File: src/rtl/serial_adder_pkg.sv
// Shared definitions for the bit-serial adder: state encoding and defaults.
package serial_adder_pkg;

  localparam int DEFAULT_WIDTH = 8;

  typedef enum logic [1:0] {
    IDLE = 2'd0,
    RUN  = 2'd1,
    DONE = 2'd2
  } state_t;

  // Bit counter width: enough to count WIDTH steps, never narrower than one bit.
  function automatic int cnt_width(input int w);
    return (w > 1) ? $clog2(w) : 1;
  endfunction

endpackage

File: src/rtl/serial_adder_full_adder.sv
// Single-bit full-adder cell used as the per-bit datapath of the serial adder.
module full_adder (
  input  logic a,
  input  logic b,
  input  logic cin,
  output logic s,
  output logic cout
);

  assign s    = a ^ b ^ cin;
  assign cout = (a & b) | (cin & (a ^ b));

endmodule

File: src/rtl/serial_adder.sv
// Bit-serial adder: one full-adder cell processes operands LSB first over
// WIDTH cycles, then a one-cycle done pulse presents sum and carry-out.
module serial_adder
  import serial_adder_pkg::*;
#(
  parameter int WIDTH = DEFAULT_WIDTH
) (
  input  logic             clk,
  input  logic             rst,
  input  logic             start,
  input  logic [WIDTH-1:0] a,
  input  logic [WIDTH-1:0] b,
  input  logic             cin,
  output logic             busy,
  output logic             done,
  output logic [WIDTH-1:0] sum,
  output logic             cout
);

  localparam int CW = cnt_width(WIDTH);

  state_t           r_state;
  logic [WIDTH-1:0] r_a;
  logic [WIDTH-1:0] r_b;
  logic [WIDTH-1:0] r_sum;
  logic             r_carry;
  logic             r_cout;
  logic [CW-1:0]    r_cnt;
  logic             r_busy;
  logic             r_done;

  logic             w_s;
  logic             w_c;
  logic             w_last;
  logic [WIDTH-1:0] w_sum_shift;

  full_adder u_fa (
    .a    (r_a[0]),
    .b    (r_b[0]),
    .cin  (r_carry),
    .s    (w_s),
    .cout (w_c)
  );

  assign w_last = (r_cnt == CW'(WIDTH - 1));

  // Sum register shifts right with the new bit entering at the MSB; written
  // as shift-then-overwrite so it also works when WIDTH is 1.
  always_comb begin
    w_sum_shift            = r_sum >> 1;
    w_sum_shift[WIDTH-1]   = w_s;
  end

  // Control FSM plus datapath registers; busy/done are registered alongside the state.
  always_ff @(posedge clk or posedge rst) begin
    if (rst) begin
      r_state <= IDLE;
      r_a     <= '0;
      r_b     <= '0;
      r_sum   <= '0;
      r_carry <= 1'b0;
      r_cout  <= 1'b0;
      r_cnt   <= '0;
      r_busy  <= 1'b0;
      r_done  <= 1'b0;
    end else begin
      case (r_state)
        IDLE: begin
          if (start) begin
            r_a     <= a;
            r_b     <= b;
            r_carry <= cin;
            r_cnt   <= '0;
            r_busy  <= 1'b1;
            r_state <= RUN;
          end
        end
        RUN: begin
          r_sum   <= w_sum_shift;
          r_a     <= r_a >> 1;
          r_b     <= r_b >> 1;
          r_carry <= w_c;
          if (w_last) begin
            // Counter is left at WIDTH-1 on the final step so it never wraps.
            r_cout  <= w_c;
            r_busy  <= 1'b0;
            r_done  <= 1'b1;
            r_state <= DONE;
          end else begin
            r_cnt <= r_cnt + CW'(1);
          end
        end
        DONE: begin
          r_done  <= 1'b0;
          r_state <= IDLE;
        end
        default: begin
          r_busy  <= 1'b0;
          r_done  <= 1'b0;
          r_state <= IDLE;
        end
      endcase
    end
  end

  assign busy = r_busy;
  assign done = r_done;
  assign sum  = r_sum;
  assign cout = r_cout;

endmodule

File: config.mk
export PLATFORM = sky130hd
export DESIGN_NAME = serial_adder
export DESIGN_NICKNAME = d
export VERILOG_FILES = /design/src/rtl/serial_adder_pkg.sv /design/src/rtl/serial_adder_full_adder.sv /design/src/rtl/serial_adder.sv
export SDC_FILE = /design/constraint.sdc
export NUM_CORES = 1
export LEC_CHECK = 0
export CAP_MARGIN = 20
export CELL_PAD_IN_SITES_DETAIL_PLACEMENT = 1
export CELL_PAD_IN_SITES_GLOBAL_PLACEMENT = 2
export CORE_MARGIN = 2
export CORE_UTILIZATION = 29
export CTS_CLUSTER_DIAMETER = 120
export CTS_CLUSTER_SIZE = 14
export DETAILED_ROUTE_END_ITERATION = 12
export PLACE_DENSITY = 0.8
export SYNTH_ARGS = -nofsm -noshare
export SYNTH_HDL_FRONTEND = slang
export SYNTH_HIERARCHICAL = 1
export SYNTH_SLANG_ARGS = --single-unit
File: constraint.sdc
create_clock -name clk -period 1.55 [get_ports clk]
set_clock_uncertainty 0.2 [all_clocks]
set_input_delay 0.2325 -clock clk [delete_from_list [all_inputs] [get_ports clk]]
set_output_delay 0.2325 -clock clk [all_outputs]
set_load 0.01 [all_outputs]
==> results of run 1 <==
[per-stage QoR]
stage / cells / power, mW
floorplan: 135 / 2.54
global placement: 236 / 3.11
detailed placement: 236 / 3.23
CTS: 244 / 3.77
global route: 246 / 4.06
finish: 246 / 3.74
[critical path, delay by kind of cell, from the launching register on]
kind,cells,cell delay (ns)
adder cells (fa/ha/maj),2,0.38
multiplexers,1,0.29
AND/OR/NAND/NOR,1,0.14
flip-flops,1,0.39
[area by class of cell]
class | count | area (um^2) | area share
Tap cell | 70 | 87.6 | 0.0432
Multi-Input combinational cell | 87 | 618 | 0.305
Sequential cell | 33 | 827 | 0.408
Timing Repair Buffer | 43 | 394 | 0.194
Clock buffer | 6 | 72.6 | 0.0358
Inverter | 5 | 18.8 | 0.00925
Clock inverter | 2 | 10.0 | 0.00494
[power groups by stage]
stage / sequential [mW] / clock, mW / combinational (mW)
3_5_place_dp: 1.56 / 0 / 1.67
5_1_grt: 1.59 / 0.672 / 1.80
4_1_cts: 1.54 / 0.639 / 1.59
6_report: 1.53 / 0.611 / 1.59
2_1_floorplan: 1.54 / 0 / 1.01
3_3_place_gp: 1.53 / 0 / 1.58
[cells by family (layout without fill, tap and decap cells)]
kind of cell	after synthesis	count (layout)
simple gates	53	53
flops	33	33
fa+ha+maj	3	3
compound gates	30	30
mux	1	1
buf+inv	15	56
[state kept, by name, summed over array words and instances, names as in the netlist]
| name | count |
|---|---|
| busy | 1 |
| sum | 8 |
| r_a | 8 |
| done | 1 |
| r_b | 8 |
| r_state | 2 |
| r_carry | 1 |
| r_cnt | 3 |
| cout | 1 |
[cells in the mapped netlist, drive strengths merged]
library cell / count / area share
a22o: 2 / 0.012
inv: 5 / 0.013
a32oi: 3 / 0.018
buf: 7 / 0.027
dfrtp: 33 / 0.56
or2: 1 / 0.0042
o21a: 3 / 0.015
a22oi: 2 / 0.010
nor2b: 1 / 0.0042
o221a: 12 / 0.091
nor2: 9 / 0.024
nand2b: 4 / 0.017
nor3: 1 / 0.0034
and2: 1 / 0.0042
a21o: 1 / 0.0050
nand3b: 12 / 0.061
a21oi: 4 / 0.013
nand2: 24 / 0.061
clkbuf: 3 / 0.0076
o2bb2ai: 3 / 0.018
mux2: 1 / 0.0076
fa: 1 / 0.013
ha: 2 / 0.017
[what timing repair did]
item | in CTS | in global routing
resized for setup | 12 | 1
buffers inserted | 0 | 2
pin swaps | 0 | 1
endpoints found under the setup margin | 23 | 11
[final timing paths]
| check | endpoint | startpoint | slack (ns) |
|---|---|---|---|
| setup / recovery | cout | r_cnt[0] | 0.04 |
| hold reg to reg | sum[0] | sum[0] | 0.28 |
| max in group asynchronous | r_state[1] | rst | 0.86 |
| min in group clk | sum[0] | sum[0] | 0.28 |
| setup reg to reg | cout | r_cnt[0] | 0.04 |
| hold / removal | sum[2] | rst | 0.09 |
[metal layers]
metal  global-route usage  vias up  wire [um]
met2                0.226       18       1810
met3               0.0331        4        130
met1                0.162      578       1550
met4               0.0370        0         17
li1                     -      559          -
met5                    0        -          0
==> summary.md, run 1 <==
| Metric | Value |
|---|---|
| Outcome | `completed` |
| CTS root buf | `clkbuf_8` |
| Clock-pin slew on the worst setup and hold paths | `~0.07 ns` |
| Total routed wirelength | `around 3.5 mm` |
| # setup viols final | `0` |
| CTS sink cnt | `33` |
| Min-delay worst type | `input port to asynchronous set/reset pin` |
| Mapped Area | `about 1500 um^2` |
| Final HPWL DP | `2.44 mm` |
| Register area share after synthesis | `0.555` |
| Rows | `26` |
| Slew of the pin with the lowest slew margin | `between 0.3 and 0.4 ns` |
| Internal | `2.41 mW` |
| Crit Path Class | `flip-flop to flip-flop` |
| CTS tree | `yes` |
| Number of iterations in the first detailed-routing pass | `4` |
| Final hold slack | `0.0907 ns` |
| Final hold violation count | `0` |
| Most common cell after layout, fill and taps aside | `dfrtp_1` |
| Max rail drop VDD | `between 700 and 800 uV` |
| First-pass GRT wire length | `about 5.7 mm` |
| Placed cell areas | `about 1900 um^2` |
| Antenna diode count | `0` |
| Post-Route Utilization | `0.402` |
| RSZ-0062 raised after global routing | `false` |
| Avg WL per Cell | `14.3 um` |
| Sequential share of power | `0.410` |
| Synth Area in Simple Gates | `0.178` |
| Hold-fix buffers, CTS | `0` |
| Critical path fanouts, max | `6` |
| Switching share of power | `0.356` |
| Logic gate share of total power | `0.426` |
| WP data arrival | `around 1.5 ns` |
| Crit. End Element | `flip-flop` |
| Final ANT Viol Nets | `0` |
| Worst Setup Start Kind | `flip-flop` |
| Combinational family with the most area after synthesis | `compound AO/OA/AOI/OAI gates` |
| Initial DRC Count | `57` |
| DIE AREA | `5720 um^2` |
| Post-Synth Adder-Cell Area | `0.0303` |
| Final slew viol count | `0` |
| Max-Cap Viols | `0` |
| Residual DRC count | `0` |
| Clock Path Buffers | `2` |
| Pin count of the biggest net entering global routing | `34` |
| Worst-Skew Late Latency | `around 0.28 ns` |
| Initial core utilization | `0.295` |
| Final worst setup slack | `slightly above 0.04 ns` |
| Die W | `75.6 um` |
| Synth cell types | `25` |
| Mapped Nets | `158` |
| Synth Register Bits | `33` |
| Fin nets | `around 200` |
| Initial antenna violation count | `0` |
| R2R cell count | `4` |
| Rel. slew slack | `0.755` |
| Pre-CTS setup slack | `-0.291 ns` |
| Design Area, Final | `2030 um^2` |
| Avg Synthesized Cell Area | `11.0 um^2` |
| Critical Path RT | `1.51 ns` |
| IO Port Bufs | `30` |
| Ports | `31` |
| Worst-path cell chain | `ha_2 -> ha_4 -> and2_4 -> mux2_4` |
| Final min period | `about 1.5 ns` |
| Cell leakage power | `0.902 nW` |
| Synth Area in Compound Gates | `0.182` |
| Setup TNS | `0 ns` |
| CP max stage delay | `approximately 0.4 ns` |
| Final Cycle Share | `0.974` |
| H-tree levels | `2` |
| Grt total ovfl | `0` |
| Synth warn | `6` |
| Post-DR vias/cell | `around 4.7` |
| CP max stage cell | `dfrtp_1` |
| Global placement routability congestion | `between 0.7 and 0.8` |
| Via count | `1159` |
| Multiplexer share of the synthesized area | `0.00757` |
| Vias in the first global route | `1204` |
| Switching pwr | `~1.3 mW` |
| Total CTS buffers | `5` |
| Post-synthesis xor/xnor area fraction | `0` |
| Share of cells above drive strength 1 | `0.216` |
| Highest-count cells in the layout ignoring fill and taps | `dfrtp_1 (32), nand2_1 (24), clkdlybuf4s50_1 (19)` |
| # fillers | `580` |
| Gate Count Post-Synth | `around 140` |
| Core area | `about 5000 um^2` |
| Clock power frac | `0.164` |
| Synth-to-layout area growth | `36.3%` |
| Total track usage | `0.131` |
| Chip height | `~76 um` |
| Cell Pwr Density | `about 1800 nW/um^2` |
| Max Clock Freq | `0.663 GHz` |
No activity file was read; power rests on OpenSTA's default activity.
==> run 2: changes to the inputs <==
- CORE_MARGIN: 2 -> not set
- TNS_END_PERCENT: not set -> 50
==> run 2 against run 1 <==
Compared with the run above:
- sequential share of layout area increased by 0.33 points
- worst hold slack got worse by 0.0054 ns
- first-iteration DRC count increased by 19%
- utilization increased by 1.5 points
- sequential cell count unchanged
- worst setup slack improved by 0.0015 ns
- total power decreased by 0.66%
- register-to-register slack about the same
- largest cell class unchanged
- fmax about the same
- non-clock buffer count decreased by 2
==> summary.md, run 2 (synthesized netlist as in run 1, its figures left out) <==
| Metric | Value |
|---|---|
| Pin count of the biggest net entering global routing | `34 (unchanged)` |
| First-pass GRT wire length | `5.93 mm (was 5.66 mm)` |
| CP max stage cell | `dfrtp_1 (unchanged)` |
| # fillers | `553 (was 580)` |
| Highest-count cells in the layout ignoring fill and taps | `dfrtp_1 (32), nand2_1 (24), clkdlybuf4s50_1 (19) (unchanged)` |
| Switching pwr | `1.33 mW (about the same)` |
| Die W | `73.6 um (was 75.6 um)` |
| Cell Pwr Density | `1840 nW/um^2 (about the same)` |
| Via count | `1163 (was 1159)` |
| Total track usage | `0.148 (was 0.131)` |
| Rel. slew slack | `0.761 (was 0.755)` |
| Synth-to-layout area growth | `35.2% (was 36.3%)` |
| Initial core utilization | `0.309 (was 0.295)` |
| Antenna diode count | `0 (unchanged)` |
| Multi-input logic area | `618 um^2 (unchanged)` |
| Max-Cap Viols | `0 (unchanged)` |
| Wire length on met1 | `1.48 mm (was 1.55 mm)` |
| Rows | `25 (was 26)` |
| CP max stage delay | `0.39 ns (about the same)` |
| Clock power frac | `0.170 (was 0.164)` |
| Share of cells above drive strength 1 | `0.207 (was 0.216)` |
| Max rail drop VDD | `550 uV (was 781 uV)` |
| Cell leakage power | `0.893 nW (was 0.902 nW)` |
| Grt total ovfl | `0 (unchanged)` |
| Final Cycle Share | `0.973 (was 0.974)` |
| Number of iterations in the first detailed-routing pass | `4 (unchanged)` |
| Switching share of power | `0.359 (was 0.356)` |
| H-tree levels | `2 (unchanged)` |
| Final slew viol count | `0 (unchanged)` |
| Final min period | `1.51 ns (about the same)` |
| Fin nets | `196 (was 198)` |
| Logic gate share of total power | `0.418 (was 0.426)` |
| CTS tree | `yes (unchanged)` |
| Clock Path Buffers | `2 (unchanged)` |
| Critical path fanouts, max | `9 (was 6)` |
| Top Metal Used | `met4 (unchanged)` |
| Register area | `827 um^2 (unchanged)` |
| Critical Path RT | `1.52 ns (was 1.51 ns)` |
| Post-DR vias/cell | `4.83 (was 4.71)` |
| Crit path buffers/inverters | `0 (unchanged)` |
| WP data arrival | `1.48 ns (was 1.47 ns)` |
| Met3 wire len | `119 um (was 130 um)` |
| Worst-Skew Late Latency | `0.28 ns (about the same)` |
| Internal | `2.38 mW (was 2.41 mW)` |
| Worst Setup Start Kind | `flip-flop (unchanged)` |
| Final ANT Viol Nets | `0 (unchanged)` |
| Total CTS buffers | `5 (unchanged)` |
| RSZ-0062 raised after global routing | `true (was false)` |
| Avg WL per Cell | `14.1 um (was 14.3 um)` |
| Sequential share of power | `0.413 (was 0.410)` |
| Initial antenna violation count | `0 (unchanged)` |
| Chip height | `73.6 um (was 75.6 um)` |
| Final HPWL DP | `2.44 mm (about the same)` |
| Initial DRC Count | `68 (was 57)` |
| Residual DRC count | `0 (unchanged)` |
| Slew of the pin with the lowest slew margin | `0.358 ns (was 0.366 ns)` |
| # setup viols final | `0 (unchanged)` |
| Clock-pin slew on the worst setup and hold paths | `0.07 ns (about the same)` |
| Crit Path Class | `flip-flop to flip-flop (unchanged)` |
| Worst-path cell chain | `ha_2 -> ha_4 -> and2_4 -> mux2_4 (unchanged)` |
| CTS sink cnt | `33 (unchanged)` |
| Most common cell after layout, fill and taps aside | `dfrtp_1 (unchanged)` |
| Ports | `31 (unchanged)` |
| Final hold slack | `0.0853 ns (was 0.0907 ns)` |
| Max Clock Freq | `0.663 GHz (about the same)` |
| CTS root buf | `clkbuf_8 (unchanged)` |
| CP delay by family, top | `flip-flops (unchanged)` |
| DIE AREA | `5420 um^2 (was 5720 um^2)` |
| Global placement routability congestion | `0.717 (was 0.716)` |
| Vias in the first global route | `1245 (was 1204)` |
| Outcome | `completed (unchanged)` |
| Core area | `4820 um^2 (was 5040 um^2)` |
| Total routed wirelength | `3.41 mm (was 3.51 mm)` |
| Final hold violation count | `0 (unchanged)` |
| Crit. End Element | `flip-flop (unchanged)` |
| IO Port Bufs | `30 (unchanged)` |
| Final Total Pwr | `3.71 mW (was 3.74 mW)` |
| Min-delay worst type | `input port to asynchronous set/reset pin (unchanged)` |
| Met2 Wirelength | `1.80 mm (was 1.81 mm)` |
[run 2: stage by stage]
stage / instance area, um^2 / instances / util / setup slack [ns] / TNS [ns]
2_1_floorplan: 1520 / 135 / - / -0.0391 / -0.0391
3_3_place_gp: 1940 / 233 / 0.402 / -0.216 / -3.03
4_1_cts: 2010 / 241 / 0.417 / 0.0375 / 0
5_1_grt: 2010 / 241 / 0.418 / -0.000822 / -0.000822
3_5_place_dp: 1940 / 233 / 0.402 / -0.257 / -3.69
6_report: 2010 / 241 / 0.418 / 0.0424 / 0
[run 2: worst register-to-register path, stage by stage, from the launching register on]
cell and delay [ns]:
dfrtp_1 0.39, ha_2 0.20, ha_4 0.19, and2_4 0.15, mux2_4 0.28
[run 2: power groups by stage]
stage / clock network, mW / registers, mW / logic [mW]
6_report: 0.630 / 1.53 / 1.55
5_1_grt: 0.691 / 1.59 / 1.74
4_1_cts: 0.651 / 1.53 / 1.58
3_5_place_dp: 0 / 1.55 / 1.66
3_3_place_gp: 0 / 1.52 / 1.57
2_1_floorplan: 0 / 1.54 / 1.01
[run 2: worst paths after layout]
check / start / endpoint / slack, ns / cells past startpoint
setup / recovery: r_cnt[1] / cout / 0.04 / 4
hold / removal: rst / sum[0] / 0.09 / 3
setup reg to reg: r_cnt[1] / cout / 0.04 / 4
hold reg to reg: sum[0] / sum[0] / 0.28 / 2
max in group asynchronous: rst / r_state[1] / 0.88 / 3
min in group clk: sum[0] / sum[0] / 0.28 / 2
[run 2: final cells by class]
cell class | instances | area share
sequential | 33 | 0.411
multi-input combinational | 87 | 0.307
timing repair buffer | 41 | 0.190
tap | 67 | 0.0417
clock buffer | 6 | 0.0361
inverter | 5 | 0.00933
clock inverter | 2 | 0.00498
[run 2: what timing repair did]
action                                 in CTS  in global routing
setup endpoints to repair                  23                 17
hold buffers                                0                  0
setup buffers                               0                  0
gates resized for setup                    12                  1
endpoints found under the hold margin       0                  0
pin swaps                                   0                  1
[run 2: layer usage]
layer,vias up,track usage
met5,-,0
met1,585,0.178
met3,2,0.0549
met4,0,0.0449
li1,551,-
met2,25,0.248
==> run 3: changes to the inputs <==
- CAP_MARGIN: 20 -> 25
- CORE_UTILIZATION: 29 -> 32
- PLACE_DENSITY: 0.8 -> 0.83
- clock period: 1.55 -> 1.65 ns (I/O delays scaled with it)
==> run 3 against run 2 <==
Compared with the run above:
- global-route usage grew 0.56 points
- cell count shrank 6.2%
- sequential power shrank 7%
- wire length decreased by 0.21%
- sequential share of layout area grew 0.32 points
- sequential cell count unchanged
- via count down 0.17%
- worst setup slack worse by 0.00099 ns
- largest power group unchanged
- non-clock buffer count unchanged
- clock power decreased by 8.4%
- critical path type is now flip-flop to primary output
- register-to-register slack improved by 0.06 ns
- worst hold slack improved by 0.018 ns
==> summary.md, run 3 (synthesized netlist as in run 1, its figures left out) <==
| Metric | Value |
|---|---|
| Outcome | `completed (unchanged)` |
| Worst Setup Start Kind | `flip-flop (unchanged)` |
| Post-Route Utilization | `0.452 (was 0.418)` |
| Worst-path cell chain | `clkdlybuf4s50_1 (was ha_2 -> ha_4 -> and2_4 -> mux2_4)` |
| CP max stage delay | `0.54 ns (was 0.39 ns)` |
| Avg WL per Cell | `15.0 um (was 14.1 um)` |
| Clock-pin slew on the worst setup and hold paths | `0.07 ns (about the same)` |
| IO Port Bufs | `30 (unchanged)` |
| Cell leakage power | `0.914 nW (was 0.893 nW)` |
| Placed insts | `216 (was 233)` |
| First-pass GRT wire length | `5.91 mm (was 5.93 mm)` |
| Max Clock Freq | `~0.62 GHz` |
| # fillers | `488 (was 553)` |
| WP data arrival | `1.16 ns (was 1.48 ns)` |
| Rel. slew slack | `0.742 (was 0.761)` |
| Crit Path Class | `flip-flop to primary output (was flip-flop to flip-flop)` |
| Non-Filler Instances | `226 (was 241)` |
| RSZ-0062 raised after global routing | `true (unchanged)` |
| Chip height | `70.2 um (was 73.6 um)` |
| Multi-input logic area | `607 um^2 (was 618 um^2)` |
| Highest-count cells in the layout ignoring fill and taps | `dfrtp_1 (33), nand2_1 (24), clkdlybuf4s50_1 (20) (was dfrtp_1 (32), nand2_1 (24), clkdlybuf4s50_1 (19))` |
| Pre-CTS setup slack | `-0.198 ns (was -0.257 ns)` |
| Total track usage | `0.154 (was 0.148)` |
| Initial core utilization | `0.337 (was 0.309)` |
| Global placement routability congestion | `0.731 (was 0.717)` |
| Min-delay worst type | `input port to asynchronous set/reset pin (unchanged)` |
| Vias in the first global route | `1262 (was 1245)` |
| Final Total Pwr | `3.47 mW (was 3.71 mW)` |
| Cell Pwr Density | `1740 nW/um^2 (was 1840 nW/um^2)` |
| Clock Path Buffers | `2 (unchanged)` |
| Critical Path RT | `1.20 ns (was 1.52 ns)` |
| Die W | `70.2 um (was 73.6 um)` |
| Ports | `31 (unchanged)` |
| Crit path buffers/inverters | `1 (was 0)` |
| Max-Cap Viols | `0 (unchanged)` |
| Final HPWL DP | `2.42 mm (was 2.44 mm)` |
| CTS sink cnt | `33 (unchanged)` |
| Rows | `24 (was 25)` |
| Worst-Skew Late Latency | `0.28 ns (about the same)` |
| CTS tree | `yes (unchanged)` |
| Fin nets | `196 (unchanged)` |
| Total CTS buffers | `5 (unchanged)` |
| Grt total ovfl | `0 (unchanged)` |
| Number of iterations in the first detailed-routing pass | `4 (unchanged)` |
| Pin count of the biggest net entering global routing | `34 (unchanged)` |
| Antenna diode count | `0 (unchanged)` |
| Max rail drop VDD | `618 uV (was 550 uV)` |
| Final worst setup slack | `0.0414 ns (was 0.0424 ns)` |
| Register area | `826 um^2 (was 827 um^2)` |
| Total routed wirelength | `3.40 mm (was 3.41 mm)` |
| Critical path fanouts, max | `2 (was 9)` |
| Synth-to-layout area growth | `34.0% (was 35.2%)` |
| Core area | `4410 um^2 (was 4820 um^2)` |
| Final hold violation count | `0 (unchanged)` |
| Residual DRC count | `0 (unchanged)` |
| Share of cells above drive strength 1 | `0.195 (was 0.207)` |
| Final min period | `about 1.6 ns` |
| H-tree levels | `2 (unchanged)` |
| # setup viols final | `0 (unchanged)` |
| CP max stage cell | `clkdlybuf4s50_1 (was dfrtp_1)` |
| Final Cycle Share | `0.975` |
| DIE AREA | `4930 um^2 (was 5420 um^2)` |
| CTS root buf | `clkbuf_8 (unchanged)` |
| CP delay by family, top | `buffers and inverters (was flip-flops)` |
| Crit. End Element | `primary output (was flip-flop)` |
| Final ANT Viol Nets | `0 (unchanged)` |
| Slew of the pin with the lowest slew margin | `0.386 ns (was 0.358 ns)` |
| Post-DR vias/cell | `5.14 (was 4.83)` |
| Most common cell after layout, fill and taps aside | `dfrtp_1 (unchanged)` |
| Via count | `1161 (was 1163)` |
| Initial DRC Count | `23 (was 68)` |
| Final slew viol count | `0 (unchanged)` |
| Initial antenna violation count | `0 (unchanged)` |
run 3: repair_timing:
item,4_1_cts,5_1_grt
pin swaps,0,1
setup endpoints to repair,7,19
buffers inserted,0,2
resized for setup,7,6
hold buffers,0,0
run 3: area by class of cell:
cell class,count,share of cell area
flip-flops and latches,33,0.414
multi-input cells,87,0.304
repair buffers,41,0.198
clock buffers,6,0.0364
well taps,52,0.0326
inverters,5,0.00942
clock inverters,2,0.00502
run 3: path summary, 6_finish.rpt:
check	from	end	slack [ns]	cells after the start
hold / removal	rst	sum[1]	0.10	3
setup / recovery	done	done	0.04	1
setup reg to reg	r_cnt[0]	busy	0.10	6
min in group clk	sum[0]	sum[0]	0.28	2
hold reg to reg	sum[0]	sum[0]	0.28	2
max in group asynchronous	rst	r_b[4]	0.97	3
run 3: stage by stage:
stage	hold slack (ns)	instance area [um^2]	TNS, ns
floorplan	0.176	1500	0
global placement	0.261	1880	-1.48
detailed placement	0.272	1880	-2.57
CTS	0.106	1960	0
global route	0.147	1990	-0.0328
finish	0.104	1990	0
run 3: metal layers:
| metal | part of all wire | wire (um) | GRT usage | vias to the layer above |
|---|---|---|---|---|
| li1 | - | - | - | 555 |
| met1 | 0.42 | 1430 | 0.181 | 576 |
| met2 | 0.53 | 1800 | 0.270 | 22 |
| met3 | 0.036 | 122 | 0.0361 | 8 |
| met4 | 0.015 | 50 | 0.0600 | 0 |
| met5 | 0 | 0 | 0 | - |
run 3: report_power, final:
group / total [mW] / internal [mW] / switching [mW] / leakage (nW)
clock: 0.577 / 0.292 / 0.285 / 0.0450
combinational: 1.47 / 0.775 / 0.693 / 0.477
sequential: 1.43 / 1.18 / 0.247 / 0.392
run 3: tightest hold or removal path, delay by kind of cell:
| kind | cells | cell delay, ns |
|---|---|---|
| buffers and inverters | 3 | 0.69 |
